==> src/rtl/serial_alu_pkg.sv <==
// Shared definitions for the bit-serial ALU engines: FSM state encoding,
// operation codes and parameter helpers.
package serial_alu_pkg;

  typedef enum logic [1:0] {
    S_IDLE = 2'd0,
    S_RUN  = 2'd1,
    S_DONE = 2'd2
  } state_e;

  localparam logic OP_SUB = 1'b0;
  localparam logic OP_ADD = 1'b1;

  // STEP must be non-zero and split WIDTH into whole slices.
  function automatic bit step_ok(input int unsigned width, input int unsigned step);
    return (step != 0) && ((width % step) == 0);
  endfunction

  // Slice counter width; at least one bit even for a single-slice operation.
  function automatic int unsigned cnt_width(input int unsigned width, input int unsigned step);
    int unsigned n;
    n = width / step;
    return (n > 1) ? $clog2(n) : 1;
  endfunction

endpackage

==> src/rtl/serial_sub64_if.sv <==
// Request/result bundle for serial_sub64. The op signal exists only when
// SERIAL_SUB_ADD_EN is defined.
interface serial_sub64_if #(
  parameter int unsigned WIDTH = 64
);
  logic             start;
  logic [WIDTH-1:0] a;
  logic [WIDTH-1:0] b;
`ifdef SERIAL_SUB_ADD_EN
  logic             op;
`endif
  logic             ready;
  logic             busy;
  logic             done;
  logic [WIDTH-1:0] result;
  logic             cf;
  logic             zf;
  logic             sf;
  logic             of;

`ifdef SERIAL_SUB_ADD_EN
  modport master (output start, a, b, op, input ready, busy, done, result, cf, zf, sf, of);
  modport slave  (input start, a, b, op, output ready, busy, done, result, cf, zf, sf, of);
`else
  modport master (output start, a, b, input ready, busy, done, result, cf, zf, sf, of);
  modport slave  (input start, a, b, output ready, busy, done, result, cf, zf, sf, of);
`endif
endinterface

==> src/rtl/serial_fa_slice.sv <==
// Combinational STEP-bit ripple of 1-bit full adders.
module serial_fa_slice #(
  parameter int unsigned STEP = 1
) (
  input  logic [STEP-1:0] a_i,
  input  logic [STEP-1:0] b_i,
  input  logic            cin_i,
  output logic [STEP-1:0] sum_c_o,
  output logic            cout_c_o
);

  always_comb begin
    logic c;
    c       = cin_i;
    sum_c_o = '0;
    for (int i = 0; i < int'(STEP); i++) begin
      sum_c_o[i] = a_i[i] ^ b_i[i] ^ c;
      c          = (a_i[i] & b_i[i]) | (c & (a_i[i] ^ b_i[i]));
    end
    cout_c_o = c;
  end

endmodule

==> src/rtl/serial_sub64.sv <==
// Bit-serial two's-complement subtractor (A + ~B + 1), STEP bits per clock,
// with Y86-style flags. Define SERIAL_SUB_ADD_EN to add an op input selecting add.
module serial_sub64
  import serial_alu_pkg::*;
#(
  parameter int unsigned WIDTH = 64,
  parameter int unsigned STEP  = 1
) (
  input  logic         clk,
  input  logic         rst,
  serial_sub64_if.slave bus
);

  localparam int unsigned N  = WIDTH / STEP;
  localparam int unsigned CW = cnt_width(WIDTH, STEP);

  if (!step_ok(WIDTH, STEP)) begin : g_bad_step
    $error("serial_sub64: STEP must divide WIDTH");
  end

  state_e           state_q, state_d;
  logic [CW-1:0]    cnt_q, cnt_d;
  logic [WIDTH-1:0] a_q, a_d, b_q, b_d, res_q, res_d;
  logic             carry_q, carry_d;
  logic             asign_q, asign_d, bsign_q, bsign_d;
  logic             cf_q, cf_d, zf_q, zf_d, sf_q, sf_d, of_q, of_d;
  logic             ready_q, ready_d, busy_q, busy_d, done_q, done_d;
  logic             in_sub_c, run_sub_c;
  logic [STEP-1:0]  sum_c;
  logic             cout_c;

`ifdef SERIAL_SUB_ADD_EN
  logic sub_q, sub_d;
  assign in_sub_c  = (bus.op == OP_SUB);
  assign run_sub_c = sub_q;
`else
  assign in_sub_c  = 1'b1;
  assign run_sub_c = 1'b1;
`endif

  serial_fa_slice #(.STEP(STEP)) u_slice (
    .a_i      (a_q[STEP-1:0]),
    .b_i      (b_q[STEP-1:0]),
    .cin_i    (carry_q),
    .sum_c_o  (sum_c),
    .cout_c_o (cout_c)
  );

  // Next-state, datapath and flag logic.
  always_comb begin
    state_d = state_q;
    cnt_d   = cnt_q;
    a_d     = a_q;
    b_d     = b_q;
    res_d   = res_q;
    carry_d = carry_q;
    asign_d = asign_q;
    bsign_d = bsign_q;
    cf_d    = cf_q;
    zf_d    = zf_q;
    sf_d    = sf_q;
    of_d    = of_q;
`ifdef SERIAL_SUB_ADD_EN
    sub_d   = sub_q;
`endif
    case (state_q)
      S_IDLE, S_DONE: begin
        if (bus.start) begin
          state_d = S_RUN;
          cnt_d   = '0;
          a_d     = bus.a;
          b_d     = in_sub_c ? ~bus.b : bus.b;
          carry_d = in_sub_c;
          asign_d = bus.a[WIDTH-1];
          bsign_d = in_sub_c ? ~bus.b[WIDTH-1] : bus.b[WIDTH-1];
`ifdef SERIAL_SUB_ADD_EN
          sub_d   = in_sub_c;
`endif
        end else if (state_q == S_DONE) begin
          state_d = S_IDLE;
        end
      end
      S_RUN: begin
        res_d   = (res_q >> STEP) | (WIDTH'(sum_c) << (WIDTH - STEP));
        a_d     = a_q >> STEP;
        b_d     = b_q >> STEP;
        carry_d = cout_c;
        cnt_d   = cnt_q + CW'(1);
        if (cnt_q == CW'(N - 1)) begin
          state_d = S_DONE;
          zf_d    = ~|res_d;
          sf_d    = res_d[WIDTH-1];
          of_d    = (asign_q == bsign_q) & (res_d[WIDTH-1] != asign_q);
          cf_d    = run_sub_c ? ~cout_c : cout_c;
        end
      end
      default: state_d = S_IDLE;
    endcase
    ready_d = (state_d != S_RUN);
    busy_d  = (state_d == S_RUN);
    done_d  = (state_d == S_DONE);
  end

  always_ff @(posedge clk) begin
    if (rst) begin
      state_q <= S_IDLE;
      cnt_q   <= '0;
      a_q     <= '0;
      b_q     <= '0;
      res_q   <= '0;
      carry_q <= 1'b0;
      asign_q <= 1'b0;
      bsign_q <= 1'b0;
      cf_q    <= 1'b0;
      zf_q    <= 1'b0;
      sf_q    <= 1'b0;
      of_q    <= 1'b0;
      ready_q <= 1'b1;
      busy_q  <= 1'b0;
      done_q  <= 1'b0;
`ifdef SERIAL_SUB_ADD_EN
      sub_q   <= 1'b1;
`endif
    end else begin
      state_q <= state_d;
      cnt_q   <= cnt_d;
      a_q     <= a_d;
      b_q     <= b_d;
      res_q   <= res_d;
      carry_q <= carry_d;
      asign_q <= asign_d;
      bsign_q <= bsign_d;
      cf_q    <= cf_d;
      zf_q    <= zf_d;
      sf_q    <= sf_d;
      of_q    <= of_d;
      ready_q <= ready_d;
      busy_q  <= busy_d;
      done_q  <= done_d;
`ifdef SERIAL_SUB_ADD_EN
      sub_q   <= sub_d;
`endif
    end
  end

  assign bus.ready  = ready_q;
  assign bus.busy   = busy_q;
  assign bus.done   = done_q;
  assign bus.result = res_q;
  assign bus.cf     = cf_q;
  assign bus.zf     = zf_q;
  assign bus.sf     = sf_q;
  assign bus.of     = of_q;

endmodule

==> src/flat_wrapper.sv <==
// flat-port wrapper written by rule: the top's interface ports become plain ports
module serial_sub64_flat import serial_alu_pkg::*;
#(
  parameter int unsigned WIDTH = 64,
  parameter int unsigned STEP  = 1
)
  (clk, rst, bus_start, bus_a, bus_b, bus_ready, bus_busy, bus_done, bus_result, bus_cf, bus_zf, bus_sf, bus_of);
  serial_sub64_if #(.WIDTH(WIDTH)) bus_i ();
  input  logic clk;
  input  logic rst;
  input wire logic [$bits(bus_i.start)-1:0] bus_start;
  input wire logic [$bits(bus_i.a)-1:0] bus_a;
  input wire logic [$bits(bus_i.b)-1:0] bus_b;
  output wire logic [$bits(bus_i.ready)-1:0] bus_ready;
  output wire logic [$bits(bus_i.busy)-1:0] bus_busy;
  output wire logic [$bits(bus_i.done)-1:0] bus_done;
  output wire logic [$bits(bus_i.result)-1:0] bus_result;
  output wire logic [$bits(bus_i.cf)-1:0] bus_cf;
  output wire logic [$bits(bus_i.zf)-1:0] bus_zf;
  output wire logic [$bits(bus_i.sf)-1:0] bus_sf;
  output wire logic [$bits(bus_i.of)-1:0] bus_of;
  assign bus_i.start = bus_start;
  assign bus_i.a = bus_a;
  assign bus_i.b = bus_b;
  assign bus_ready = bus_i.ready;
  assign bus_busy = bus_i.busy;
  assign bus_done = bus_i.done;
  assign bus_result = bus_i.result;
  assign bus_cf = bus_i.cf;
  assign bus_zf = bus_i.zf;
  assign bus_sf = bus_i.sf;
  assign bus_of = bus_i.of;
  serial_sub64 #(.WIDTH(WIDTH), .STEP(STEP)) u_core (.clk(clk), .rst(rst), .bus(bus_i));
endmodule
==> config.mk <==
export PLATFORM = sky130hd
export DESIGN_NAME = serial_sub64_flat
export DESIGN_NICKNAME = d
export VERILOG_FILES = /design/src/rtl/serial_alu_pkg.sv /design/src/rtl/serial_sub64_if.sv /design/src/rtl/serial_fa_slice.sv /design/src/rtl/serial_sub64.sv /design/src/flat_wrapper.sv
export SDC_FILE = /design/constraint.sdc
export NUM_CORES = 1
export LEC_CHECK = 0
export BUFFER_PORTS_ARGS = -buffer_cell sky130_fd_sc_hd__buf_4
export CAP_MARGIN = 20
export CORE_ASPECT_RATIO = 2
export CORE_UTILIZATION = 40
export CTS_CLUSTER_DIAMETER = 150
export DETAILED_ROUTE_END_ITERATION = 16
export SYNTH_ARGS = -nofsm -noshare
export SYNTH_HDL_FRONTEND = slang
export SYNTH_SLANG_ARGS = --single-unit
export TNS_END_PERCENT = 1
==> constraint.sdc <==
create_clock -name clk -period 2.4 [get_ports clk]
set_clock_uncertainty 0.15 [all_clocks]
set_input_delay 0.6 -clock clk [delete_from_list [all_inputs] [get_ports clk]]
set_output_delay 0.6 -clock clk [all_outputs]
set_load 0.05 [all_outputs]
# Word-level counts from Yosys, hierarchy flattened

Index checks and enable logic that the tools add are counted.

Flip-flop bits (word level): 210
Logic and storage cells: 55

Reduce and logical (&&, ||, !) cells: 8
Add/sub/neg operators: 1
Bitwise logic cells: 10
Muxes and demuxes: 12
Eq/ne operators: 9

Operators by type and width:

| cell                                                                  | number |
|---|---|
| 64-bit case mux with 2 select lines                                   | 2 |
| 64-bit two-way mux                                                    | 2 |
| 64-bit NOT                                                            | 1 |
| 63-bit by 64-bit OR with 64-bit output                                | 1 |
| 64-bit OR reduction                                                   | 1 |
| 6-bit case mux with 2 select lines                                    | 1 |
| 6-bit by 1-bit adder with 6-bit output, second input constant         | 1 |
| 6-bit equality test, second input constant                            | 1 |
| 2-bit two-way mux                                                     | 3 |
| 6-bit two-way mux                                                     | 1 |
| 2-bit AND reduction                                                   | 3 |
| 2-bit by 1-bit equality test with 1-bit output, second input constant | 2 |
| 2-bit equality test, second input constant                            | 2 |
| 2-bit case mux with 2 select lines                                    | 1 |
| 1-bit AND                                                             | 3 |
| 2-bit zero test                                                       | 1 |
| 2-bit by 1-bit != test with 1-bit output, second input constant       | 1 |
| 2-bit != test, second input constant                                  | 1 |
| 1-bit NOT                                                             | 2 |
| 1-bit case mux with 2 select lines                                    | 1 |
| 2-bit nonzero test                                                    | 1 |
| 2-bit OR reduction                                                    | 1 |
| 1-bit bitwise XOR                                                     | 2 |
| 1-bit equality test                                                   | 1 |
| 4 further kinds                                                       | 4 |

# Logic depth before layout (Yosys ltp)

Depth in word-level cells: 5
Mapped depth: 7
Gate-level depth less buffers: 5

# Modules after synthesis

Synthesis repeated with hierarchy kept, for this count alone.

Cell total of the unflattened synthesis: 945
Area, all modules: 7,916.3 um^2

By module, submodules not included:

| module          | instances | cells an instance | area an instance (um^2) |
|---|---|---|---|
| serial_sub64    | 1         | 944               | 7,896.3 |
| serial_fa_slice | 1         | 1                 | 20.0 |

# Least setup slack after synthesis

Ideal clock, no wire load.

Path kind: register to register
From: register u_core.a_q[0]
To: register u_core.zf_q (netlist: u_core.bus.zf)
Cell stages (with the launch flop): 6
Period minus slack after synthesis: 1,812 ps
Arrival time: 1,605 ps
Data required time: 2,193 ps
Setup time: 57 ps
Path slack: 588 ps
Cells stage by stage: dfxtp_1 > fa_1 > nor4_1 > nand4_1 > nor4_1 > a21o_1

Word-level cells in the longest chain between the ends: 5

RTL lines:

| item                                   | line                  | RTL |
|---|---|---|
| from (decl)                            | serial_sub64.sv:23    | `logic [WIDTH-1:0] a_q, a_d, b_q, b_d, res_q, res_d;` |
| from (signal assigned)                 | serial_sub64.sv:108   | `a_q <= '0;` |
| from (signal assigned)                 | serial_sub64.sv:127   | `a_q <= a_d;` |
| 1-bit bitwise XOR (2 in a row)         | serial_fa_slice.sv:17 | `sum_c_o[i] = a_i[i] ^ b_i[i] ^ c;` |
| net u_core.sum_c                       | serial_sub64.sv:29    | `logic [STEP-1:0] sum_c;` |
| 63-bit by 64-bit OR with 64-bit output | serial_sub64.sv:84    | `res_d = (res_q >> STEP) \| (WIDTH'(sum_c) << (WIDTH - STEP));` |
| 64-bit OR reduction                    | serial_sub64.sv:91    | `zf_d = ~\|res_d;` |
| 1-bit zero test                        | serial_sub64.sv:91    |  |
| to (signal assigned)                   | serial_sub64.sv:134   | `zf_q <= zf_d;` |
| to (decl)                              | serial_sub64.sv:26    | `logic cf_q, cf_d, zf_q, zf_d, sf_q, sf_d, of_q, of_d;` |

The timed path passes the listed nets, and every way through them passes these cells.
A chain may end at the register's enable or synchronous reset.

# Final worst setup path

Same ends and word-level chain as after synthesis.

==> out/results.md <==
* **count of standard-cell rows** 73
* **register-to-register path setup slack** 0.38 ns
* **chain of cells forming the critical path** fa_1 -> nor4_1 -> nand4_1 -> nor4_1 -> a21o_1
* **final critical path time including I/O delays and setup** 2.02 ns
* **number of I/O port buffers** 201
* **TritonCTS Buffers** 20
* **root buf cell** sky130_fd_sc_hd__clkbuf_16
* **sink count of the clock tree** 210
* **Crit path required time** 2.69 ns
* **total nets after synthesis** 1079
* **start point of the critical path** u_core.a_q[0]$_SDFFE_PP0P_
* **Slowest-stage cell, CP** sky130_fd_sc_hd__fa_1
* **area of the mapped netlist** 0.00822 mm²
* **fill cell total of the finished layout** 1909
* **Hold Vio Cnt, Final** 0
* **leading cell types in the layout, fill and taps excluded** 210 x sky130_fd_sc_hd__dfxtp_1, 206 x sky130_fd_sc_hd__buf_4, 200 x sky130_fd_sc_hd__nand2_1, 142 x sky130_fd_sc_hd__nor2_1, 136 x sky130_fd_sc_hd__a21oi_1
* **Placer Congestion** 0.752
* **peak clock frequency supported by timing** 495 MHz
* **most frequent cell on the critical path** sky130_fd_sc_hd__nor4_1
* **number of DRC markers in iteration 0** 393
* **post-route worst setup slack** 0.379 ns
* **slowest cell delay on critical path** 0.56 ns
* **count of final max-slew check failures** 0
* **Die W** 103 µm
* **average size of a mapped cell** 8.69 µm²
* **number of synthesized register bits** 210
* **Synth-to-Final Area Change** 28.0%
* **post-CTS setup buffers** 0
* **Critical Path Fanout Max** 5
* **via count of the first global-routing pass** 6989
* **count of final setup violators** 0
* **count of boundary I/O pins** 202
* **cell count of the worst hold path** 3
* **CTS tree** done
* **maximum number of pins on one net before global-route repair** 65
* **most frequent standard cell in the layout excluding fill and tap cells** sky130_fd_sc_hd__dfxtp_1
* **run status** completed
* **total via count after detailed routing** 7213
* **number of antenna violations at the first check in global routing** 0
* **Remaining DRCs** 0
* **Internal** 5.85 mW
* **slew at the pin closest to its max-slew limit** 0.583 ns
* **unique cell type count in the Yosys netlist** 31
* **Final period util** 84.2%
* **startpoint types** register
* **all-layer global routing usage** 19.9%
* **CTS Hold Buffers Added** 0
* **floorplan die height** 205 µm
* **arrival time at the worst endpoint** 2.31 ns
* **Max transition margin** 61.1%
* **clock slew seen by the registers of the worst setup and hold paths** 0.07 ns
* **capturing instance or port of the critical path** u_core.bus.zf$_SDFFE_PP0P_
* **part of the total power dissipated in combinational logic** 11.9%
* **post-cts gate resize count** 0
* **Remaining Overflow, GRT** 0
* **fraction of final layout cells with drive strength greater than 1** 26.0%
* **maximum vdd drop** 0.533 mV
* **initial standard-cell utilization of the core** 41.1%
* **clock latency at the later pin of the worst-skew pair** 0.49 ns
* **category of the critical setup timing path** register to register
* **Hold Crit Class** input port to register
* **P_leak** 4.16 nW
* **max-cap viol count** 0
* **detail-routed net length per standard cell** 15.4 µm
* **hold slack final** 0.241 ns
* **die area** 0.0212 mm²
* **switching part of the total power** 25.2%
* **Detail Placement HPWL** 14.4 mm
* **number of vias per cell after detailed routing** 5.23
* **post-synthesis sequential area ratio** 51.2%
* **clock buffer depth** 3
* **worst reg2reg path startpoint** u_core.a_q[0]$_SDFFE_PP0P_
* **CTS HTree Levels** 1
* **end of the worst register-to-register path** u_core.bus.zf$_SDFFE_PP0P_
* **portion of total power attributed to sequential cells** 48.1%
* **TritonRoute pass-1 iters** 4
* **total area of sequential cells** 0.00420 mm²
* **Syn Inst Count** 946
* **Setup TNS** 0 ns
* **worst slack at placement** 0.376 ns
* **Cells after DPL** 1343
* **number of inserted diodes** 0
* **Worst Reg2Reg Path Length in Cells** 5
* **number of synthesis warnings** 0
* **core region area** 0.0200 mm²
* **Net count, final** 1236
* **number of nets with antenna violations after detailed routing** 0
* **area of the multi-input gates** 0.00356 mm²
* **RSZ-0062 raised after global routing** false
* **wire length of the first global-routing pass** 33.7 mm
* **power dissipated by switching net loads** 1.97 mW
* **clock share of power** 40.1%
* **endpoint class of the critical path** register
* **final standard cell count with taps included and fillers excluded** 1378
* **Pwr Density** 743 mW/mm²
* **DRT Wirelength** 21.3 mm
-- worst max-delay path: cells and delay by family, from the launching register on --
| kind | cells | cell delay, ns |
|---|---|---|
| AO/OA/AOI/OAI | 1 | 0.15 |
| adder cells (fa/ha/maj) | 1 | 0.56 |
| flip-flops | 1 | 0.33 |
| AND/OR/NAND/NOR | 3 | 0.79 |
-- Yosys cell counts --
| cell | n | area [µm²] |
|---|---|---|
| sky130_fd_sc_hd__a221oi_2 | 33 | 495 |
| sky130_fd_sc_hd__a221oi_1 | 30 | 263 |
| sky130_fd_sc_hd__nor2_4 | 1 | 11.3 |
| sky130_fd_sc_hd__a22oi_1 | 64 | 480 |
| sky130_fd_sc_hd__or2_2 | 2 | 12.5 |
| sky130_fd_sc_hd__nor4_1 | 17 | 106 |
| sky130_fd_sc_hd__buf_2 | 30 | 150 |
| sky130_fd_sc_hd__nand4_1 | 6 | 37.5 |
| sky130_fd_sc_hd__nor2b_2 | 1 | 8.76 |
| sky130_fd_sc_hd__nand2b_1 | 2 | 12.5 |
| sky130_fd_sc_hd__o211a_1 | 1 | 10.0 |
| sky130_fd_sc_hd__o22ai_1 | 1 | 6.26 |
| sky130_fd_sc_hd__dfxtp_1 | 210 | 4200 |
| sky130_fd_sc_hd__buf_6 | 13 | 146 |
| sky130_fd_sc_hd__buf_4 | 4 | 30.0 |
| sky130_fd_sc_hd__nor3_1 | 3 | 15.0 |
| sky130_fd_sc_hd__clkbuf_1 | 36 | 135 |
| sky130_fd_sc_hd__a21o_1 | 1 | 7.51 |
| sky130_fd_sc_hd__and2b_1 | 1 | 7.51 |
| sky130_fd_sc_hd__a21oi_1 | 136 | 681 |
| sky130_fd_sc_hd__and3_1 | 2 | 12.5 |
| sky130_fd_sc_hd__nor3b_1 | 1 | 7.51 |
| sky130_fd_sc_hd__nor2_1 | 142 | 533 |
| sky130_fd_sc_hd__mux2i_1 | 1 | 10.0 |
| sky130_fd_sc_hd__nand2_1 | 200 | 751 |
| sky130_fd_sc_hd__and4_1 | 1 | 8.76 |
| sky130_fd_sc_hd__mux2_2 | 2 | 22.5 |
| sky130_fd_sc_hd__a211oi_1 | 2 | 15.0 |
| sky130_fd_sc_hd__nand3_1 | 1 | 5.00 |
| sky130_fd_sc_hd__fa_1 | 1 | 20.0 |
| sky130_fd_sc_hd__ha_1 | 1 | 12.5 |
-- power groups by stage --
| stage | logic, mW | clock network, mW | registers [mW] |
|---|---|---|---|
| after global placement | 0.926 | 0 | 3.83 |
| after floorplan | 0.620 | 0 | 3.82 |
| after detailed placement | 0.938 | 0 | 3.83 |
| final | 0.927 | 3.13 | 3.75 |
| after CTS | 0.940 | 3.23 | 3.75 |
| after global routing | 1.03 | 3.38 | 3.77 |
-- metal layers --
metal,vias up,wire length (µm),track usage [%]
li1,3634,-,-
met5,-,0,0
met4,0,629,6.94
met1,3392,8320,22.2
met3,34,967,3.14
met2,153,11400,36.8
-- layout make-up --
class	count	share of cell area (%)
Timing Repair Buffer	218	16.9
Multi-Input combinational cell	653	33.9
Clock inverter	7	0.702
Sequential cell	210	40.0
Clock buffer	28	5.44
Tap cell	262	3.12
-- registers in the layout (all words and copies together) (netlist names) --
| signal | count |
|---|---|
| u_core.bus.sf | 1 |
| u_core.cnt_q | 6 |
| u_core.bus.of | 1 |
| u_core.b_q | 64 |
| u_core.bus.busy | 1 |
| u_core.state_q | 2 |
| u_core.bus.result | 64 |
| u_core.carry_q | 1 |
| u_core.bus.ready | 1 |
| u_core.asign_q | 1 |
| u_core.bus.done | 1 |
| u_core.bus.zf | 1 |
| u_core.bus.cf | 1 |
| u_core.bsign_q | 1 |
| u_core.a_q | 64 |
-- worst min-delay path by stage --
stage	from	endpoint	slack (ns)
floorplan	u_core.a_q[10]$_SDFFE_PP0P_	u_core.a_q[10]$_SDFFE_PP0P_	0.29
global placement	u_core.a_q[7]$_SDFFE_PP0P_	u_core.a_q[7]$_SDFFE_PP0P_	0.29
detailed placement	u_core.a_q[7]$_SDFFE_PP0P_	u_core.a_q[7]$_SDFFE_PP0P_	0.30
CTS	bus_a[2]	u_core.a_q[2]$_SDFFE_PP0P_	0.23
global route	bus_a[43]	u_core.a_q[43]$_SDFFE_PP0P_	0.24
finish	bus_a[44]	u_core.a_q[44]$_SDFFE_PP0P_	0.24
-- per-stage QoR --
stage	power (mW)	cell area, µm²	utilization, %
2_1_floorplan	4.44	8220	-
3_3_place_gp	4.76	9870	49.4
3_5_place_dp	4.77	9870	49.4
4_1_cts	7.92	10500	52.6
5_1_grt	8.18	10500	52.6
6_report	7.81	10500	52.6
-- logic make-up (layout without fill, tap and decap cells) --
| kind of cell | count (synthesis) | count (layout) | share of synthesized area, % |
|---|---|---|---|
| flops | 210 | 210 | 51.2 |
| mux | 3 | 3 | 0.396 |
| fa+ha+maj | 2 | 2 | 0.396 |
| simple gates | 380 | 380 | 18.6 |
| buf+inv | 83 | 253 | 5.62 |
| compound gates | 268 | 268 | 23.8 |
No activity file was read; power rests on OpenSTA's default activity.
